$ cat config.mk
export PLATFORM = sky130hd
export DESIGN_NAME = vga_timing_gen_flat
export DESIGN_NICKNAME = d
export VERILOG_FILES = /design/src/rtl/vga_timing_gen_if.sv /design/src/rtl/vga_timing_gen.sv /design/src/flat_wrapper.sv
export SDC_FILE = /design/constraint.sdc
export NUM_CORES = 1
export LEC_CHECK = 0
export ABC_AREA = 1
export BUFFER_PORTS_ARGS = -buffer_cell sky130_fd_sc_hd__buf_2
export CORE_MARGIN = 4
export CORE_UTILIZATION = 50
export DETAILED_ROUTE_END_ITERATION = 12
export GPL_TIMING_DRIVEN = 1
export PLACE_DENSITY = 0.69
export SYNTH_ARGS = -nofsm -noshare
export SYNTH_HDL_FRONTEND = slang
export SYNTH_SLANG_ARGS = --single-unit
$ cat constraint.sdc
create_clock -name clk -period 1.3 [get_ports clk]
set_input_delay 0.13 -clock clk [delete_from_list [all_inputs] [get_ports clk]]
set_output_delay 0.13 -clock clk [all_outputs]
set_load 0.02 [all_outputs]
$ cat src/rtl/vga_timing_gen_if.sv
// Raster output bundle from the VGA timing generator
// to the downstream pixel/colour stage and LED.
interface vga_timing_gen_if;
    logic       hsync;
    logic       vsync;
    logic       de;
    logic [9:0] x;
    logic [9:0] y;
    logic       line_start;
    logic       frame_start;
    logic       blink;

    modport master (
        output hsync, vsync, de, x, y,
        output line_start, frame_start, blink
    );

    modport slave (
        input hsync, vsync, de, x, y,
        input line_start, frame_start, blink
    );
endinterface

$ cat src/rtl/vga_timing_gen.sv
// VGA raster timing generator: h/v scan counters, registered sync/de/coords,
// line/frame pulses and a frame-rate LED heartbeat.
module vga_timing_gen #(
    parameter int H_ACTIVE     = 640,
    parameter int H_FP         = 16,
    parameter int H_SYNC       = 96,
    parameter int H_BP         = 48,
    parameter int V_ACTIVE     = 480,
    parameter int V_FP         = 10,
    parameter int V_SYNC       = 2,
    parameter int V_BP         = 33,
    parameter bit HS_POL       = 1'b0,
    parameter bit VS_POL       = 1'b0,
    parameter int BLINK_FRAMES = 30
) (
    input  logic             clk,
    input  logic             rst_n,
    input  logic             en,
    vga_timing_gen_if.master vo
);

    localparam int H_TOTAL = H_ACTIVE + H_FP + H_SYNC + H_BP;
    localparam int V_TOTAL = V_ACTIVE + V_FP + V_SYNC + V_BP;
    localparam int HW = (H_TOTAL > 1) ? $clog2(H_TOTAL) : 1;
    localparam int VW = (V_TOTAL > 1) ? $clog2(V_TOTAL) : 1;
    localparam int FW = (BLINK_FRAMES > 1) ? $clog2(BLINK_FRAMES) : 1;

    localparam logic [HW-1:0] H_LAST = HW'(H_TOTAL - 1);
    localparam logic [HW-1:0] H_DE   = HW'(H_ACTIVE);
    localparam logic [HW-1:0] H_S0   = HW'(H_ACTIVE + H_FP);
    localparam logic [HW-1:0] H_S1   = HW'(H_ACTIVE + H_FP + H_SYNC);
    localparam logic [VW-1:0] V_LAST = VW'(V_TOTAL - 1);
    localparam logic [VW-1:0] V_DE   = VW'(V_ACTIVE);
    localparam logic [VW-1:0] V_S0   = VW'(V_ACTIVE + V_FP);
    localparam logic [VW-1:0] V_S1   = VW'(V_ACTIVE + V_FP + V_SYNC);
    localparam logic [FW-1:0] F_LAST = FW'(BLINK_FRAMES - 1);

    logic [HW-1:0] h_q, h_d;
    logic [VW-1:0] v_q, v_d;
    logic [FW-1:0] fcnt_q, fcnt_d;
    logic          hs_q, hs_d;
    logic          vs_q, vs_d;
    logic          de_q, de_d;
    logic [9:0]    x_q, x_d;
    logic [9:0]    y_q, y_d;
    logic          ls_q, ls_d;
    logic          fs_q, fs_d;
    logic          blink_q, blink_d;

    always_comb begin
        h_d     = h_q;
        v_d     = v_q;
        fcnt_d  = fcnt_q;
        hs_d    = hs_q;
        vs_d    = vs_q;
        de_d    = de_q;
        x_d     = x_q;
        y_d     = y_q;
        ls_d    = 1'b0;
        fs_d    = 1'b0;
        blink_d = blink_q;
        if (en) begin
            if (h_q == H_LAST) begin
                h_d = '0;
                v_d = (v_q == V_LAST) ? '0 : v_q + 1'b1;
            end else begin
                h_d = h_q + 1'b1;
            end
            de_d = (h_q < H_DE) && (v_q < V_DE);
            x_d  = de_d ? 10'(h_q) : '0;
            y_d  = de_d ? 10'(v_q) : '0;
            hs_d = (h_q >= H_S0 && h_q < H_S1) ? HS_POL : ~HS_POL;
            // vsync only moves at line start so its edges stay line-aligned
            if (h_q == '0)
                vs_d = (v_q >= V_S0 && v_q < V_S1) ? VS_POL : ~VS_POL;
            ls_d = (h_q == '0);
            fs_d = (h_q == '0) && (v_q == '0);
            if (fs_d) begin
                if (fcnt_q == F_LAST) begin
                    fcnt_d  = '0;
                    blink_d = ~blink_q;
                end else begin
                    fcnt_d = fcnt_q + 1'b1;
                end
            end
        end
    end

    always_ff @(posedge clk or negedge rst_n) begin
        if (!rst_n) begin
            h_q     <= '0;
            v_q     <= '0;
            fcnt_q  <= '0;
            hs_q    <= ~HS_POL;
            vs_q    <= ~VS_POL;
            de_q    <= 1'b0;
            x_q     <= '0;
            y_q     <= '0;
            ls_q    <= 1'b0;
            fs_q    <= 1'b0;
            blink_q <= 1'b0;
        end else begin
            h_q     <= h_d;
            v_q     <= v_d;
            fcnt_q  <= fcnt_d;
            hs_q    <= hs_d;
            vs_q    <= vs_d;
            de_q    <= de_d;
            x_q     <= x_d;
            y_q     <= y_d;
            ls_q    <= ls_d;
            fs_q    <= fs_d;
            blink_q <= blink_d;
        end
    end

    assign vo.hsync       = hs_q;
    assign vo.vsync       = vs_q;
    assign vo.de          = de_q;
    assign vo.x           = x_q;
    assign vo.y           = y_q;
    assign vo.line_start  = ls_q;
    assign vo.frame_start = fs_q;
    assign vo.blink       = blink_q;

endmodule

$ cat src/flat_wrapper.sv
// flat-port wrapper written by rule: the top's interface ports become plain ports
module vga_timing_gen_flat 
#(
    parameter int H_ACTIVE     = 640,
    parameter int H_FP         = 16,
    parameter int H_SYNC       = 96,
    parameter int H_BP         = 48,
    parameter int V_ACTIVE     = 480,
    parameter int V_FP         = 10,
    parameter int V_SYNC       = 2,
    parameter int V_BP         = 33,
    parameter bit HS_POL       = 1'b0,
    parameter bit VS_POL       = 1'b0,
    parameter int BLINK_FRAMES = 30
)
  (clk, rst_n, en, vo_hsync, vo_vsync, vo_de, vo_x, vo_y, vo_line_start, vo_frame_start, vo_blink);
  vga_timing_gen_if vo_i ();
  input  logic clk;
  input  logic rst_n;
  input  logic en;
  output wire logic [$bits(vo_i.hsync)-1:0] vo_hsync;
  output wire logic [$bits(vo_i.vsync)-1:0] vo_vsync;
  output wire logic [$bits(vo_i.de)-1:0] vo_de;
  output wire logic [$bits(vo_i.x)-1:0] vo_x;
  output wire logic [$bits(vo_i.y)-1:0] vo_y;
  output wire logic [$bits(vo_i.line_start)-1:0] vo_line_start;
  output wire logic [$bits(vo_i.frame_start)-1:0] vo_frame_start;
  output wire logic [$bits(vo_i.blink)-1:0] vo_blink;
  assign vo_hsync = vo_i.hsync;
  assign vo_vsync = vo_i.vsync;
  assign vo_de = vo_i.de;
  assign vo_x = vo_i.x;
  assign vo_y = vo_i.y;
  assign vo_line_start = vo_i.line_start;
  assign vo_frame_start = vo_i.frame_start;
  assign vo_blink = vo_i.blink;
  vga_timing_gen #(.H_ACTIVE(H_ACTIVE), .H_FP(H_FP), .H_SYNC(H_SYNC), .H_BP(H_BP), .V_ACTIVE(V_ACTIVE), .V_FP(V_FP), .V_SYNC(V_SYNC), .V_BP(V_BP), .HS_POL(HS_POL), .VS_POL(VS_POL), .BLINK_FRAMES(BLINK_FRAMES)) u_core (.clk(clk), .rst_n(rst_n), .en(en), .vo(vo_i));
endmodule
Word-level counts from Yosys, hierarchy flattened --
Cells that the tools add are included.
Word-level totals: flip-flop bits (word level) 51, input port bits 3, word-level logic and storage cells 43
Cells by class: add/subtract/negate cells 3, $lt $le $gt $ge 6, equal/unequal tests 3, multiplexer cells 9, bitwise logic cells 1, reductions and logical operators 10
Operator list (count):
- $mux W10 | 4
- $add A10 B1 Y10 const B | 2
- $eq A10 B10 Y1 const B | 2
- $logic_not A10 Y1 | 2
- $lt A10 B10 Y1 const B | 2
- $lt A10 B9 Y1 const B | 2
- $ge A10 B10 Y1 const B | 1
- $ge A10 B9 Y1 const B | 1
- $reduce_and A2 Y1 | 3
- $add A5 B1 Y5 const B | 1
- $eq A5 B5 Y1 const B | 1
- $mux W5 | 1
- $logic_and A1 B1 Y1 | 4
- $mux W1 | 4
- $reduce_and A3 Y1 | 1
- $not A1 Y1 | 1

Longest topological paths before layout --
depth in word-level cells 3, gate-level depth with buffers 9

Worst setup path before layout --
No wires, ideal clock.
path kind register -> register, start register u_core.v_q[0], end register u_core.fcnt_q[0], library setup time 0.117 ns, arrival 1.290 ns, required time 1.183 ns, path slack -0.107 ns, stages on the path, launching flop included 10, path buffers 0, cell sequence dfrtp_1 -> inv_1 -> ha_1 -> inv_1 -> nor3_1 -> nand3_1 -> nor2_2 -> nand2_2 -> nand2_1 -> nand2_1
Between the ends: cells in the longest elaborated chain, start to end 3
Ends and longest elaborated chain:
- start, declared | line vga_timing_gen.sv:39 | logic [VW-1:0] v_q, v_d;
- start signal, assigned | line vga_timing_gen.sv:104 | v_q <= v_d;
- $logic_not A10 Y1 | line vga_timing_gen.sv:77 | fs_d = (h_q == '0) && (v_q == '0);
- $logic_and A1 B1 Y1 | line vga_timing_gen.sv:77
- $reduce_and A2 Y1 (no line)
- end signal, assigned | line vga_timing_gen.sv:105 | fcnt_q <= fcnt_d;
- end, declared | line vga_timing_gen.sv:40 | logic [FW-1:0] fcnt_q, fcnt_d;
No other way between the ends. A chain may end at the register's enable or synchronous reset.

Worst setup path after layout --
start register u_core.h_q[1], end register u_core.h_q[9]
Between the ends: cells in the longest elaborated chain, start to end 2, elaborated cells on any way between the ends 3
Ends and longest elaborated chain:
- start, declared | line vga_timing_gen.sv:38 | logic [HW-1:0] h_q, h_d;
- start signal, assigned | line vga_timing_gen.sv:91 | h_q <= '0;
- start signal, assigned | line vga_timing_gen.sv:103 | h_q <= h_d;
- $add A10 B1 Y10 / $eq A10 B10 Y1 (equally long branches) | line vga_timing_gen.sv:67, vga_timing_gen.sv:63
- $mux W10 (*) | line vga_timing_gen.sv:63 | if (h_q == H_LAST) begin
Mark *: on every way between the ends. The rest lies on a longest branch, timed or not.

==> impl_metrics.env <==
export IMPL_failing_checks="negative setup slack"
export IMPL_irDropWorstVdd_v=0.000787
export IMPL_worst_path_buf_inv=2
export IMPL_ctsHtreeMaxLevel=2
export IMPL_netSwitchingFraction=0.379
export IMPL_utilization=0.760
export IMPL_rsz0062_at_grt="yes"
export IMPL_worstPathRequired_ns=1.51
export IMPL_grt_max_degree=52
export IMPL_grt_util_all_layers=0.219
export IMPL_net_count_after_synthesis=352
export IMPL_cpLargestDelayFamily="simple AND/OR/NAND/NOR gates"
export IMPL_p_int_uw=3230
export IMPL_dpl_hpwl_microns=4490
export IMPL_initialDrtViolationCount=173
export IMPL_synth_top_cell_by_area="dfrtp_1"
export IMPL_area_of_combinational_cells_with_multiple_inputs_sq_um=1600
export IMPL_die_area_sq_um=6610
export IMPL_synth_distinct_cells=32
export IMPL_via_count_of_the_first_global_routing_pass=2490
export IMPL_start_util=0.520
export IMPL_power_sequential_fraction=0.409
export IMPL_clock_sink_count=51
export IMPL_post_synthesis_cell_count=342
export IMPL_num_antenna_cells=0
export IMPL_combinationalPowerShare=0.404
export IMPL_antenna_left=0
export IMPL_fraction_of_final_layout_cells_with_drive_strength_greater_than_1=0.460
export IMPL_dr_pass1_iterations=4
export IMPL_placeableCoreArea_sq_um=5170
export IMPL_setup_violators_final=27
export IMPL_synth_warning_count=0
export IMPL_timing_max_slew_rel_slack=0.784
export IMPL_clock_tree_from_tritoncts="yes"
export IMPL_synthTopCellsByArea="dfrtp_1 46%, nand2_1 14%, nand3_1 7.3%"
export IMPL_crit_path_start_kind="flop"
export IMPL_gp_routability_congestion=0.873
export IMPL_crit_type="flop to flop"
export IMPL_drt_drc_violations_left=0
export IMPL_clkSlewWorstSetupHoldPaths_ns=0.10
export IMPL_static_leakage_power_uw=0.00200
export IMPL_cts_made_buffers=5
export IMPL_number_of_antenna_violations_at_the_first_check_in_global_routing=0
export IMPL_dr_total_vias=2645
export IMPL_drv_max_cap_violation_count=0
export IMPL_total_power_uw=5190
export IMPL_cts_max_path_buffers=2
export IMPL_post_synthesis_cell_area_sq_um=2690
export IMPL_yosysSeqAreaShare=0.476
export IMPL_global_route_wire_length_before_repair_microns=11200
export IMPL_detailedPlace_worstSlack_ns=-0.156
export IMPL_clk_root_buffer_cell="clkbuf_8"
export IMPL_fin_ws_ns=-0.286
export IMPL_timing_critical_path_arrival_ns=1.79
export IMPL_clockPowerShare=0.187
export IMPL_floorplan_io_pins=29
export IMPL_holdCritPathClass="primary input to flop"
export IMPL_highest_achievable_clock_rate_ghz=0.630
export IMPL_report_final_slew_viol_count=0
export IMPL_critical_path_top_cell_by_count="buf_4"
export IMPL_drt_wirelength_per_cell_microns=14.9
export IMPL_clk_insertion_delay_late_ns=0.31
export IMPL_final_hold_violation_count=0
export IMPL_syn_avg_cell_area_sq_um=7.86
export IMPL_syn_to_final_growth_pct=46.2
export IMPL_ys_flop_type="dfrtp_1"
export IMPL_synth_async_sr_flop_share=1.00
export IMPL_chipHeight_microns=81.3
export IMPL_timing_critical_path_slowest_stage_cell="dfrtp_1"
export IMPL_die_width_microns=81.3
export IMPL_synth_top_area_share=0.456
export IMPL_final_setup_skew_ns=0.0147
export IMPL_run_status="finished with violations"
export IMPL_port_buffers=28
export IMPL_flops_latches_synth=51
export IMPL_worst_path_max_stage_delay_ns=0.44
export IMPL_timing_critical_path_cells="ha_2, nand3_2, nor2_4, buf_4, nand3_4, buf_4, nand2_2, nor2_1"
export IMPL_global_route_overflow_total=0
export IMPL_netSwitchingPower_uw=1970
export IMPL_cp_max_fo=8
export IMPL_seq_area_sq_um=1280
export IMPL_num_rows=26
export IMPL_worstMarginPinSlew_ns=0.323
export IMPL_critPathCaptureType="flop"
export IMPL_finalWirelength_microns=7510
export IMPL_nFillCells=336
export IMPL_power_per_cell_area_nw_per_um2=1320
export IMPL_synth_edff_count=0
export IMPL_finalWorstPathRequiredPeriod_ns=1.59
export IMPL_via_per_inst=5.24
export IMPL_post_route_period_util=1.22
export IMPL_num_nets_final=444
## synth_stat cells, types with 3 or more instances
master,count
a21oi_1,4
inv_1,37
nand2_2,3
nor2_1,40
xor2_1,5
nor2_2,3
o21ai_1,3
nand2_1,98
buf_2,6
nand3_1,39
dfrtp_1,49
o21ai_0,7
nand4_1,7
nor3_1,9
ha_1,7
clkbuf_1,3
## state kept, by name (all words and copies together) (netlist names)
register	count
u_core.vo.vsync	1
u_core.vo.frame_start	1
u_core.vo.blink	1
u_core.vo.x	10
u_core.v_q	10
u_core.vo.hsync	1
u_core.vo.de	1
u_core.vo.line_start	1
u_core.h_q	10
u_core.vo.y	10
u_core.fcnt_q	5
## per-stage QoR
stage / area, sq um / setup TNS (ns) / hold slack [ns] / instances
finish: 3930 / -4.82 / 0.175 / 505
global route: 3930 / -6.65 / 0.176 / 505
CTS: 3510 / -2.26 / 0.139 / 497
floorplan: 2700 / -0.406 / -0.166 / 342
detailed placement: 3270 / -2.09 / 0.146 / 482
global placement: 3270 / -1.03 / 0.141 / 482
## cell families (layout without fill, tap and decap cells)
kind of cell             count (synthesis)  after routing  share of synthesized area
AND/OR/NAND/NOR                        209            210                      0.351
flip-flops                              51             51                      0.476
buffers and inverters                   50            142                     0.0782
AO/OA/AOI/OAI                           18             18                     0.0386
adder cells (fa/ha/maj)                  7              7                     0.0326
XOR/XNOR                                 6              6                     0.0196
multiplexers                             1              1                    0.00372
## power by group through the flow
stage / Sequential [uW] / Combinational (uW) / Clock [uW]
finish: 2130 / 2100 / 969
global route: 2160 / 2290 / 1080
CTS: 2090 / 1650 / 972
detailed placement: 2120 / 1590 / 0
global placement: 2110 / 1570 / 0
floorplan: 2360 / 644 / 0
## routing by layer
metal	wire length (microns)	up-vias	part of all wire	track usage
met5	0	-	0	0
met4	200	0	0.027	0.0676
met3	336	22	0.045	0.0410
met2	3770	98	0.50	0.378
met1	3200	1253	0.43	0.277
li1	-	1272	-	-
## worst register-to-register path: cells and delay by family (launching register included)
family / cells / cell delay (ns)
flops: 1 / 0.44
simple gates: 5 / 0.47
fa+ha+maj: 1 / 0.23
buf+inv: 2 / 0.34
## cells in the final DEF, fill, tap and decap left out, types with 9 or more instances in the layout
cell type	count
nand3_1	16
nand2_2	16
buf_6	11
buf_4	52
nor2_1	29
buf_2	28
dfrtp_1	46
nand2_1	82
inv_1	30
inv_2	9
nor2_4	10
nand3_2	20
## worst paths after layout
kind / startpoint / to / slack [ns] / cells after the start
worst max-delay path: u_core.h_q[1]$_DFFE_PN0P_ / u_core.h_q[9]$_DFFE_PN0P_ / -0.29 / 8
worst min-delay path: en / u_core.vo.y[9]$_DFFE_PN0P_ / 0.17 / 3
worst max register to register: u_core.h_q[1]$_DFFE_PN0P_ / u_core.h_q[9]$_DFFE_PN0P_ / -0.29 / 8
worst min register to register: u_core.vo.y[7]$_DFFE_PN0P_ / u_core.vo.y[7]$_DFFE_PN0P_ / 0.48 / 2
max in group asynchronous: rst_n / u_core.vo.hsync$_DFFE_PN1P_ / 0.67 / 3
min in group asynchronous: rst_n / u_core.h_q[9]$_DFFE_PN0P_ / 0.35 / 3
## what timing repair did
item / 4_1_cts / 5_1_grt
setup endpoints to repair: 26 / 48
buffers inserted: 5 / 8
hold endpoints to repair: 49 / 0
hold buffers: 1 / 0
resized for setup: 25 / 89
cloned: 1 / 1
pin swaps: 5 / 47
## final cells by class
| cell class | count | area share |
|---|---|---|
| sequential | 51 | 0.326 |
| clock inverter | 1 | 0.00127 |
| inverter | 39 | 0.0372 |
| tap | 70 | 0.0223 |
| clock buffer | 7 | 0.0220 |
| multi-input combinational | 242 | 0.407 |
| timing repair buffer | 95 | 0.184 |
Note: power is estimated with default switching activity, not from simulation.
